## src/rtl/sram_1rw_fifo_ctrl.sv

```systemverilog
// FIFO controller in front of a single-port SRAM with a 2-entry prefetch staging buffer.
// Define SRAM_1RW_FIFO_BYPASS_EN to let pushes skip the SRAM when it and the read path are idle.
module sram_1rw_fifo_ctrl #(
   parameter int W = 32,
   parameter int N = 16
) (
   input  logic                   clk,
   input  logic                   rst,
   input  logic                   push_valid,
   input  logic [W-1:0]           push_data,
   output logic                   push_ready,
   output logic                   pop_valid,
   output logic [W-1:0]           pop_data,
   input  logic                   pop_ready,
   output logic [$clog2(N)-1:0]   sram_addr,
   output logic [W-1:0]           sram_din,
   output logic                   sram_ce,
   output logic                   sram_oe,
   input  logic [W-1:0]           sram_dout,
   output logic [$clog2(N+3)-1:0] count,
   output logic                   full,
   output logic                   empty
);

   localparam int AW = $clog2(N);
   localparam int MW = $clog2(N + 1);
   localparam int CW = $clog2(N + 3);

   logic [AW-1:0] r_wr_ptr;
   logic [AW-1:0] r_rd_ptr;
   logic [MW-1:0] r_mem_cnt;
   logic          r_rd_inflight;
   logic [1:0]    r_stage_cnt;
   logic [W-1:0]  r_stage_head;
   logic [W-1:0]  r_stage_tail;

   logic [1:0]    w_occ;
   logic          w_rd_req;
   logic          w_rd_urgent;
   logic          w_full;
   logic          w_push_fire;
   logic          w_byp_ok;
   logic          w_byp_fire;
   logic          w_wr_fire;
   logic          w_rd_fire;
   logic          w_pop_fire;
   logic          w_stg_wr;
   logic [W-1:0]  w_stg_data;

   // Occupancy seen by the read scheduler: staged words plus the read whose data lands next cycle.
   assign w_occ       = r_stage_cnt + {1'b0, r_rd_inflight};
   assign w_rd_req    = (r_mem_cnt != '0) && (w_occ < 2'd2);
   assign w_rd_urgent = w_rd_req && (w_occ == 2'd0);
   assign w_full      = (r_mem_cnt == MW'(N));

   assign push_ready  = !rst && !w_full && !w_rd_urgent;
   assign w_push_fire = push_valid && push_ready;

`ifdef SRAM_1RW_FIFO_BYPASS_EN
   assign w_byp_ok    = (r_mem_cnt == '0) && !r_rd_inflight && (r_stage_cnt != 2'd2);
`else
   assign w_byp_ok    = 1'b0;
`endif

   assign w_byp_fire  = w_push_fire && w_byp_ok;
   assign w_wr_fire   = w_push_fire && !w_byp_ok;
   assign w_rd_fire   = !rst && w_rd_req && !w_wr_fire;

   assign pop_valid   = (r_stage_cnt != 2'd0);
   assign pop_data    = r_stage_head;
   assign w_pop_fire  = pop_valid && pop_ready;

   // Capture and bypass are mutually exclusive: bypass requires no read in flight.
   assign w_stg_wr    = r_rd_inflight || w_byp_fire;
   assign w_stg_data  = r_rd_inflight ? sram_dout : push_data;

   assign count = CW'(r_mem_cnt) + CW'(r_rd_inflight) + CW'(r_stage_cnt);
   assign full  = w_full;
   assign empty = (count == '0);

   always_comb begin
      sram_ce   = w_wr_fire || w_rd_fire;
      sram_oe   = w_rd_fire;
      sram_addr = w_rd_fire ? r_rd_ptr : r_wr_ptr;
      sram_din  = push_data;
   end

   always_ff @(posedge clk or posedge rst) begin
      if (rst) begin
         r_wr_ptr      <= '0;
         r_rd_ptr      <= '0;
         r_mem_cnt     <= '0;
         r_rd_inflight <= 1'b0;
      end else begin
         if (w_wr_fire) r_wr_ptr <= r_wr_ptr + AW'(1);
         if (w_rd_fire) r_rd_ptr <= r_rd_ptr + AW'(1);
         case ({w_wr_fire, w_rd_fire})
            2'b10:   r_mem_cnt <= r_mem_cnt + MW'(1);
            2'b01:   r_mem_cnt <= r_mem_cnt - MW'(1);
            default: r_mem_cnt <= r_mem_cnt;
         endcase
         r_rd_inflight <= w_rd_fire;
      end
   end

   always_ff @(posedge clk or posedge rst) begin
      if (rst) begin
         r_stage_cnt  <= 2'd0;
         r_stage_head <= '0;
         r_stage_tail <= '0;
      end else if (w_stg_wr && w_pop_fire) begin
         if (r_stage_cnt == 2'd1) begin
            r_stage_head <= w_stg_data;
         end else begin
            r_stage_head <= r_stage_tail;
            r_stage_tail <= w_stg_data;
         end
      end else if (w_stg_wr) begin
         if (r_stage_cnt == 2'd0) r_stage_head <= w_stg_data;
         else                     r_stage_tail <= w_stg_data;
         r_stage_cnt <= r_stage_cnt + 2'd1;
      end else if (w_pop_fire) begin
         r_stage_head <= r_stage_tail;
         r_stage_cnt  <= r_stage_cnt - 2'd1;
      end
   end

endmodule

```

## config.mk

```make
export PLATFORM = sky130hd
export DESIGN_NAME = sram_1rw_fifo_ctrl
export DESIGN_NICKNAME = d
export VERILOG_FILES = /design/src/rtl/sram_1rw_fifo_ctrl.sv
export SDC_FILE = /design/constraint.sdc
export NUM_CORES = 1
export LEC_CHECK = 0
export CORE_MARGIN = 2
export CORE_UTILIZATION = 42
export DETAILED_ROUTE_END_ITERATION = 8
export PLACE_DENSITY = 0.77
export SYNTH_ARGS = -nofsm -noshare
export SYNTH_HDL_FRONTEND = slang
export SYNTH_SLANG_ARGS = --single-unit
```

## constraint.sdc

```tcl
create_clock -name clk -period 2.6 [get_ports clk]
set_input_delay 0.39 -clock clk [delete_from_list [all_inputs] [get_ports clk]]
set_output_delay 0.39 -clock clk [all_outputs]
set_load 0.005 [all_outputs]
```

==> impl_metrics.yaml, run 1 <==
placement:
  detailedPlace.worstSlack_ns: -0.0658
  place_hpwl_um: 8470
  placement.io_buffers: 146
  gp_congestion: 0.814
synth:
  mappedNetlistNets: 559
  yosysWarnings: 0
  netlist_instances: 476
  synth-seq-area-share_pct: 44.6
  synth.lib_cells_used.distinct: 39
  synth.area.top_cells: "sky130_fd_sc_hd__dfrtp_1 45%, sky130_fd_sc_hd__nand2_1 6.1%, sky130_fd_sc_hd__buf_4 5.3%"
  yosys_register_bits: 80
  synth.largest_area_cell: "sky130_fd_sc_hd__dfrtp_1"
  synth.avg_cell_area_sq_um: 9.44
  post_synth_instance_area_sq_um: 4490
  synth_largest_type_area_fraction_pct: 44.6
worst_setup_path:
  crit_required_ns: 2.21
  path_buf_inv: 5
  critical_path_arrival_ns: 2.28
  startpoint_type: "register"
  path_max_fanout: 4
  worst_setup_path_end_kind: "primary output"
  worst_path_largest_cell_delay_ns: 0.42
  timing.critical_path.cells: "inv_2, buf_6, ha_4, a21o_1, a211oi_4, buf_6, buf_6, mux2_4, buf_6"
  critPathMostFrequentCell: "sky130_fd_sc_hd__buf_6"
  worst_setup_path_category: "register to primary output"
  cpLargestDelayFamily: "buffers and inverters"
  critPathSlowestCell: "sky130_fd_sc_hd__dfrtp_2"
timing:
  hold_violations: 0
  worstMarginPinSlew_ns: 1.01
  setup_tns_ns: -0.270
  post-route-period-util_pct: 103
  worst_slew_margin_pct: 32.8
  timing.final.ws_setup_ns: -0.0658
  timing.fmax_mhz: 375
  period_needed_ns: 2.67
  slew_violations: 0
  worst_hold_slack_ns: 0.488
  setup_repair_after_global_routing_missed_its_margin: "true"
  timing.final.setup_violations: 6
  fin_clk_skew_ns: 0.0112
floorplan:
  ioPinCount: 147
  die_w_um: 107
  die_h_um: 107
  effective_utilization_at_floorplan_pct: 43.3
  core_region_area_sq_um: 10400
  design.die.area_sq_um: 11500
  num_rows: 37
clock_tree:
  worst_skew_pair.late_latency_ns: 0.35
  clockBufferDepth: 2
  postCtsHoldBufs: 0
  htree_depth: 3
  cts-root-buf: "sky130_fd_sc_hd__clkbuf_8"
  sinks_on_the_clock_net: 80
  tritoncts: "done"
  tritoncts.num_buffers: 9
  clk_pin_slew_worst_paths_ns: 0.08
final_layout:
  ff_latch_area_sq_um: 2000
  post-route-util_pct: 62.7
  antenna_cells: 0
  final_common_cell: "sky130_fd_sc_hd__clkdlybuf4s50_1"
  final_nets: 698
  layout_common_cells: "134 x sky130_fd_sc_hd__clkdlybuf4s50_1, 78 x sky130_fd_sc_hd__dfrtp_1, 73 x sky130_fd_sc_hd__nand2_1, 40 x sky130_fd_sc_hd__o21ai_0, 33 x sky130_fd_sc_hd__buf_4"
  post_route_cells_drive_above_1_share_pct: 17.6
  syn_to_final_growth_pct: 44.6
  multi_input_area_sq_um: 2200
  nFillCells: 850
pwr:
  power.static_leakage_nw: 2.77
  power_density_nw_per_um2: 1230
  share_of_power_burned_in_registers_pct: 29.5
  power_frac_comb_pct: 58.0
  worst_ir_drop_vdd_uv: 967
  clock_power_share_pct: 12.5
  switching_power_mw: 3.03
  internal-power_mw: 4.95
  switching_share_pct: 38.0
status:
  violated_checks: "setup timing"
  run_status: "finished with violations"
routing:
  via_density_per_instance: 5.27
  route.detailed.drc: 0
  drt.antenna.violating_nets: 0
  route.vias.total: 3985
  drt_wl_total_um: 12300
  detailedRoute.firstIterationViolations: 177
  drt_first_pass_iters: 5
  route.detailed.wl_per_inst_um: 16.3
global_routing:
  globalRouteOverflowTotal: 0
  grt_start_max_net_pins: 81
  track_usage_pct: 20.9
  number_of_antenna_violations_at_the_first_check_in_global_routing: 0
  via_count_of_the_first_global_routing_pass: 3945
  grt_first_pass_wirelength_um: 19300
worst_hold_path:
  min_path_type: "register to register"
job:
  drv.max_cap_violation_count: 0
-- final timing paths --
kind                                  from         endpoint  slack (ns)  cells past startpoint
setup reg to reg             r_rd_inflight     r_mem_cnt[4]        0.01                     13
hold reg to reg            r_stage_tail[7]  r_stage_tail[7]        0.49                      2
setup / recovery             r_rd_inflight     sram_addr[0]       -0.07                      9
max in group asynchronous              rst     r_mem_cnt[1]        0.91                      4
hold / removal             r_stage_tail[7]  r_stage_tail[7]        0.49                      2
min in group asynchronous              rst     r_mem_cnt[0]        1.00                      4
-- per-layer routing --
layer  part of all wire, %  GRT usage (%)
met4                   1.4           6.32
met3                   6.9           4.24
met5                     0              0
met2                    49           35.1
met1                    42           27.3
-- synthesized netlist by cell type --
master and count:
sky130_fd_sc_hd__o31a_1 1, sky130_fd_sc_hd__nand4_4 1, sky130_fd_sc_hd__o21ai_0 41, sky130_fd_sc_hd__buf_4 32, sky130_fd_sc_hd__and4_1 1, sky130_fd_sc_hd__xnor2_1 10
sky130_fd_sc_hd__o22ai_1 4, sky130_fd_sc_hd__a221oi_1 15, sky130_fd_sc_hd__a22oi_1 13, sky130_fd_sc_hd__nand4_1 1, sky130_fd_sc_hd__xnor2_2 1, sky130_fd_sc_hd__a211oi_2 1
sky130_fd_sc_hd__inv_1 13, sky130_fd_sc_hd__o221ai_1 4, sky130_fd_sc_hd__o21ai_2 1, sky130_fd_sc_hd__fa_1 3, sky130_fd_sc_hd__nor2_1 29, sky130_fd_sc_hd__dfrtp_1 80
sky130_fd_sc_hd__mux2i_1 19, sky130_fd_sc_hd__nor2b_1 16, sky130_fd_sc_hd__nand2_1 73, sky130_fd_sc_hd__nor4_1 1, sky130_fd_sc_hd__a21o_1 4, sky130_fd_sc_hd__a221oi_4 1
sky130_fd_sc_hd__buf_6 1, sky130_fd_sc_hd__a21oi_1 32, sky130_fd_sc_hd__nor4_4 1, sky130_fd_sc_hd__xor2_1 4, sky130_fd_sc_hd__mux2_2 9, sky130_fd_sc_hd__nand3_1 1
sky130_fd_sc_hd__and3_1 2, sky130_fd_sc_hd__nand2b_1 2, sky130_fd_sc_hd__ha_1 12, sky130_fd_sc_hd__clkbuf_1 19, sky130_fd_sc_hd__and2_1 2, sky130_fd_sc_hd__nand2_2 1
sky130_fd_sc_hd__or3_1 1, sky130_fd_sc_hd__buf_2 11, sky130_fd_sc_hd__a31oi_1 13
-- tightest hold or removal path: stages (launching register included) --
cell and delay, ns:
sky130_fd_sc_hd__dfrtp_1 0.35, sky130_fd_sc_hd__nand2_1 0.04, sky130_fd_sc_hd__o21ai_0 0.06
-- power groups by stage --
stage	clock, mW	combinational [mW]	sequential (mW)
6_report	1.00	4.63	2.35
2_1_floorplan	0	2.30	2.30
5_1_grt	1.07	5.08	2.42
4_1_cts	1.02	4.28	2.34
3_3_place_gp	0	4.00	2.32
3_5_place_dp	0	4.14	2.36
-- kinds of logic (layout without fill, tap and decap cells) --
logic type | count (synthesis) | after routing | share of synthesized area [%]
and+or+nand+nor | 132 | 132 | 13.4
AOI/OAI and AO/OA | 130 | 130 | 18.3
DFF | 80 | 80 | 44.6
buffers and inverters | 76 | 220 | 9.50
muxes | 28 | 28 | 6.49
adders and majority gates | 15 | 15 | 4.68
xor gates and xnor gates | 15 | 15 | 3.09
-- cell type report --
cell class                 count  share of cell area (%)
clock buffer                  11                    2.02
tap                          136                    2.62
inverter                      13                   0.847
multi-input combinational    320                    33.9
clock inverter                 5                    1.25
timing repair buffer         191                    28.5
sequential                    80                    30.8
-- flip-flops by register name (all words and copies together) (netlist names) --
signal	count
r_stage_cnt	2
r_rd_inflight	1
r_mem_cnt	5
pop_data	32
r_wr_ptr	4
r_rd_ptr	4
r_stage_tail	32
-- per-stage QoR --
step / total power [mW] / cells / area (sq um)
global placement: 6.32 / 724 / 6010
finish: 7.98 / 756 / 6500
CTS: 7.64 / 750 / 6330
global route: 8.58 / 756 / 6500
floorplan: 4.60 / 476 / 4500
detailed placement: 6.50 / 724 / 6010
-- timing repair --
item / in CTS / in global routing
setup buffers: 10 / 9
gates cloned: 0 / 0
resized for setup: 42 / 32
setup endpoints to repair: 12 / 13
pin swaps: 10 / 17
No activity file was read; power rests on OpenSTA's default activity.
==> run 2: changes to the inputs <==
--- a/config.mk
+++ b/config.mk
@@ -7,6 +7,7 @@
 export LEC_CHECK = 0
 export CORE_MARGIN = 2
 export CORE_UTILIZATION = 42
+export CTS_CLUSTER_DIAMETER = 60
 export DETAILED_ROUTE_END_ITERATION = 8
 export PLACE_DENSITY = 0.77
 export SYNTH_ARGS = -nofsm -noshare
==> results of run 2 <==
Same layout as run 1: the final DEF is identical, and so are final timing and power.
==> run 3: changes to the inputs <==
--- a/config.mk
+++ b/config.mk
@@ -7,6 +7,7 @@
 export LEC_CHECK = 0
 export CORE_MARGIN = 2
 export CORE_UTILIZATION = 42
+export CTS_BUF_LIST = sky130_fd_sc_hd__clkbuf_4 sky130_fd_sc_hd__clkbuf_8 sky130_fd_sc_hd__clkbuf_16
 export CTS_CLUSTER_DIAMETER = 60
 export DETAILED_ROUTE_END_ITERATION = 8
 export PLACE_DENSITY = 0.77
==> impl_metrics.yaml, run 3 (synthesis results as in run 1) <==
status:
  run_status: "finished with violations"
  violated_checks: "setup timing"
routing:
  route.detailed.wl_per_inst_um: 16.3
  via_density_per_instance: 5.26
  drt.antenna.violating_nets: 0
  route.vias.total: 3975
  drt_first_pass_iters: 4
  detailedRoute.firstIterationViolations: 175
  drt_wl_total_um: 12300
  route.detailed.drc: 0
pwr:
  worst_ir_drop_vdd_uv: 967
  power_density_nw_per_um2: 1230
  switching_power_mw: 3.03
  power.static_leakage_nw: 2.77
  share_of_power_burned_in_registers_pct: 29.4
  internal-power_mw: 4.97
  switching_share_pct: 37.9
  clock_power_share_pct: 12.8
  power_frac_comb_pct: 57.8
timing:
  hold_violations: 0
  timing.final.setup_violations: 6
  setup_tns_ns: -0.259
  worstMarginPinSlew_ns: 1.02
  period_needed_ns: 2.66
  fin_clk_skew_ns: 0.0115
  worst_slew_margin_pct: 32.3
  setup_repair_after_global_routing_missed_its_margin: "true"
  slew_violations: 0
  post-route-period-util_pct: 102
  timing.final.ws_setup_ns: -0.0635
  timing.fmax_mhz: 375
clock_tree:
  postCtsHoldBufs: 0
  sinks_on_the_clock_net: 80
  clk_pin_slew_worst_paths_ns: 0.08
  tritoncts.num_buffers: 9
  tritoncts: "done"
  clockBufferDepth: 2
  htree_depth: 3
  worst_skew_pair.late_latency_ns: 0.35
  cts-root-buf: "sky130_fd_sc_hd__clkbuf_8"
floorplan:
  core_region_area_sq_um: 10400
  num_rows: 37
  die_h_um: 107
  die_w_um: 107
  effective_utilization_at_floorplan_pct: 43.3
  ioPinCount: 147
  design.die.area_sq_um: 11500
final_layout:
  stdcell_area_sq_um: 6510
  syn_to_final_growth_pct: 44.8
  layout_common_cells: "134 x sky130_fd_sc_hd__clkdlybuf4s50_1, 78 x sky130_fd_sc_hd__dfrtp_1, 73 x sky130_fd_sc_hd__nand2_1, 40 x sky130_fd_sc_hd__o21ai_0, 33 x sky130_fd_sc_hd__buf_4"
  post-route-util_pct: 62.7
  final_common_cell: "sky130_fd_sc_hd__clkdlybuf4s50_1"
  post_route_cells_drive_above_1_share_pct: 17.9
  fin_cells: 756
  antenna_cells: 0
  final_nets: 698
placement:
  gp_congestion: 0.814
  placedInstanceArea_sq_um: 6010
  placement.io_buffers: 146
  placed_cells_incl_taps: 724
  place_hpwl_um: 8470
global_routing:
  grt_start_max_net_pins: 81
  via_count_of_the_first_global_routing_pass: 3945
  grt_first_pass_wirelength_um: 19300
  globalRouteOverflowTotal: 0
  number_of_antenna_violations_at_the_first_check_in_global_routing: 0
  track_usage_pct: 20.9
worst_setup_path:
  crit_required_ns: 2.21
  path_max_fanout: 4
  critical_path_arrival_ns: 2.27
  worst_setup_path_end_kind: "primary output"
  startpoint_type: "register"
  worst_setup_path_category: "register to primary output"
worst_hold_path:
  min_path_type: "register to register"
job:
  drv.max_cap_violation_count: 0
[run 3: worst paths after layout]
check	from	end	slack, ns	cells past startpoint
worst max-delay path	r_rd_inflight	sram_addr[0]	-0.06	9
worst min-delay path	r_stage_tail[7]	r_stage_tail[7]	0.49	2
worst max register to register	r_rd_inflight	r_mem_cnt[4]	0.01	13
worst min register to register	r_stage_tail[7]	r_stage_tail[7]	0.49	2
max in group asynchronous	rst	r_mem_cnt[1]	0.91	4
min in group asynchronous	rst	r_mem_cnt[0]	1.00	4
[run 3: layout make-up]
cell class | count | area (sq um)
inverter | 13 | 55.1
tap | 136 | 170
multi-input combinational | 320 | 2200
fill | 846 | 3860
clock inverter | 5 | 81.3
clock buffer | 11 | 139
sequential | 80 | 2000
timing repair buffer | 191 | 1850
[run 3: metal layers]
layer	vias up	part of all wire, %	wire (um)	track usage (%)
met4	0	1.2	146	6.32
li1	1903	-	-	-
met2	146	50	6120	35.1
met1	1912	43	5250	27.3
met5	-	0	0	0
met3	14	6.5	803	4.24
[run 3: power by group through the flow]
stage	Sequential, mW	Clock [mW]	Combinational (mW)
after floorplan	2.30	0	2.30
after global placement	2.32	0	4.00
after detailed placement	2.36	0	4.14
after CTS	2.34	1.04	4.28
after global routing	2.42	1.09	5.08
final	2.35	1.02	4.63
[run 3: metrics by stage]
step / hold slack (ns) / power [mW] / setup slack, ns
after floorplan: 0.442 / 4.60 / 0.00314
after global placement: 0.460 / 6.32 / -0.00691
after detailed placement: 0.477 / 6.50 / -0.0658
after CTS: 0.495 / 7.66 / -0.161
after global routing: 0.525 / 8.60 / -0.137
final: 0.489 / 8.00 / -0.0635
[run 3: what timing repair did]
action / 4_1_cts / 5_1_grt
endpoints found under the setup margin: 12 / 13
pin swaps: 10 / 17
setup buffers: 10 / 9
gates resized for setup: 42 / 32
[run 3: critical path, stage by stage, from the launching register on]
cell	delay, ns
sky130_fd_sc_hd__dfrtp_2	0.42
sky130_fd_sc_hd__inv_2	0.07
sky130_fd_sc_hd__buf_6	0.10
sky130_fd_sc_hd__ha_4	0.19
sky130_fd_sc_hd__a21o_1	0.19
sky130_fd_sc_hd__a211oi_4	0.28
sky130_fd_sc_hd__buf_6	0.16
sky130_fd_sc_hd__buf_6	0.10
sky130_fd_sc_hd__mux2_4	0.29
sky130_fd_sc_hd__buf_6	0.12
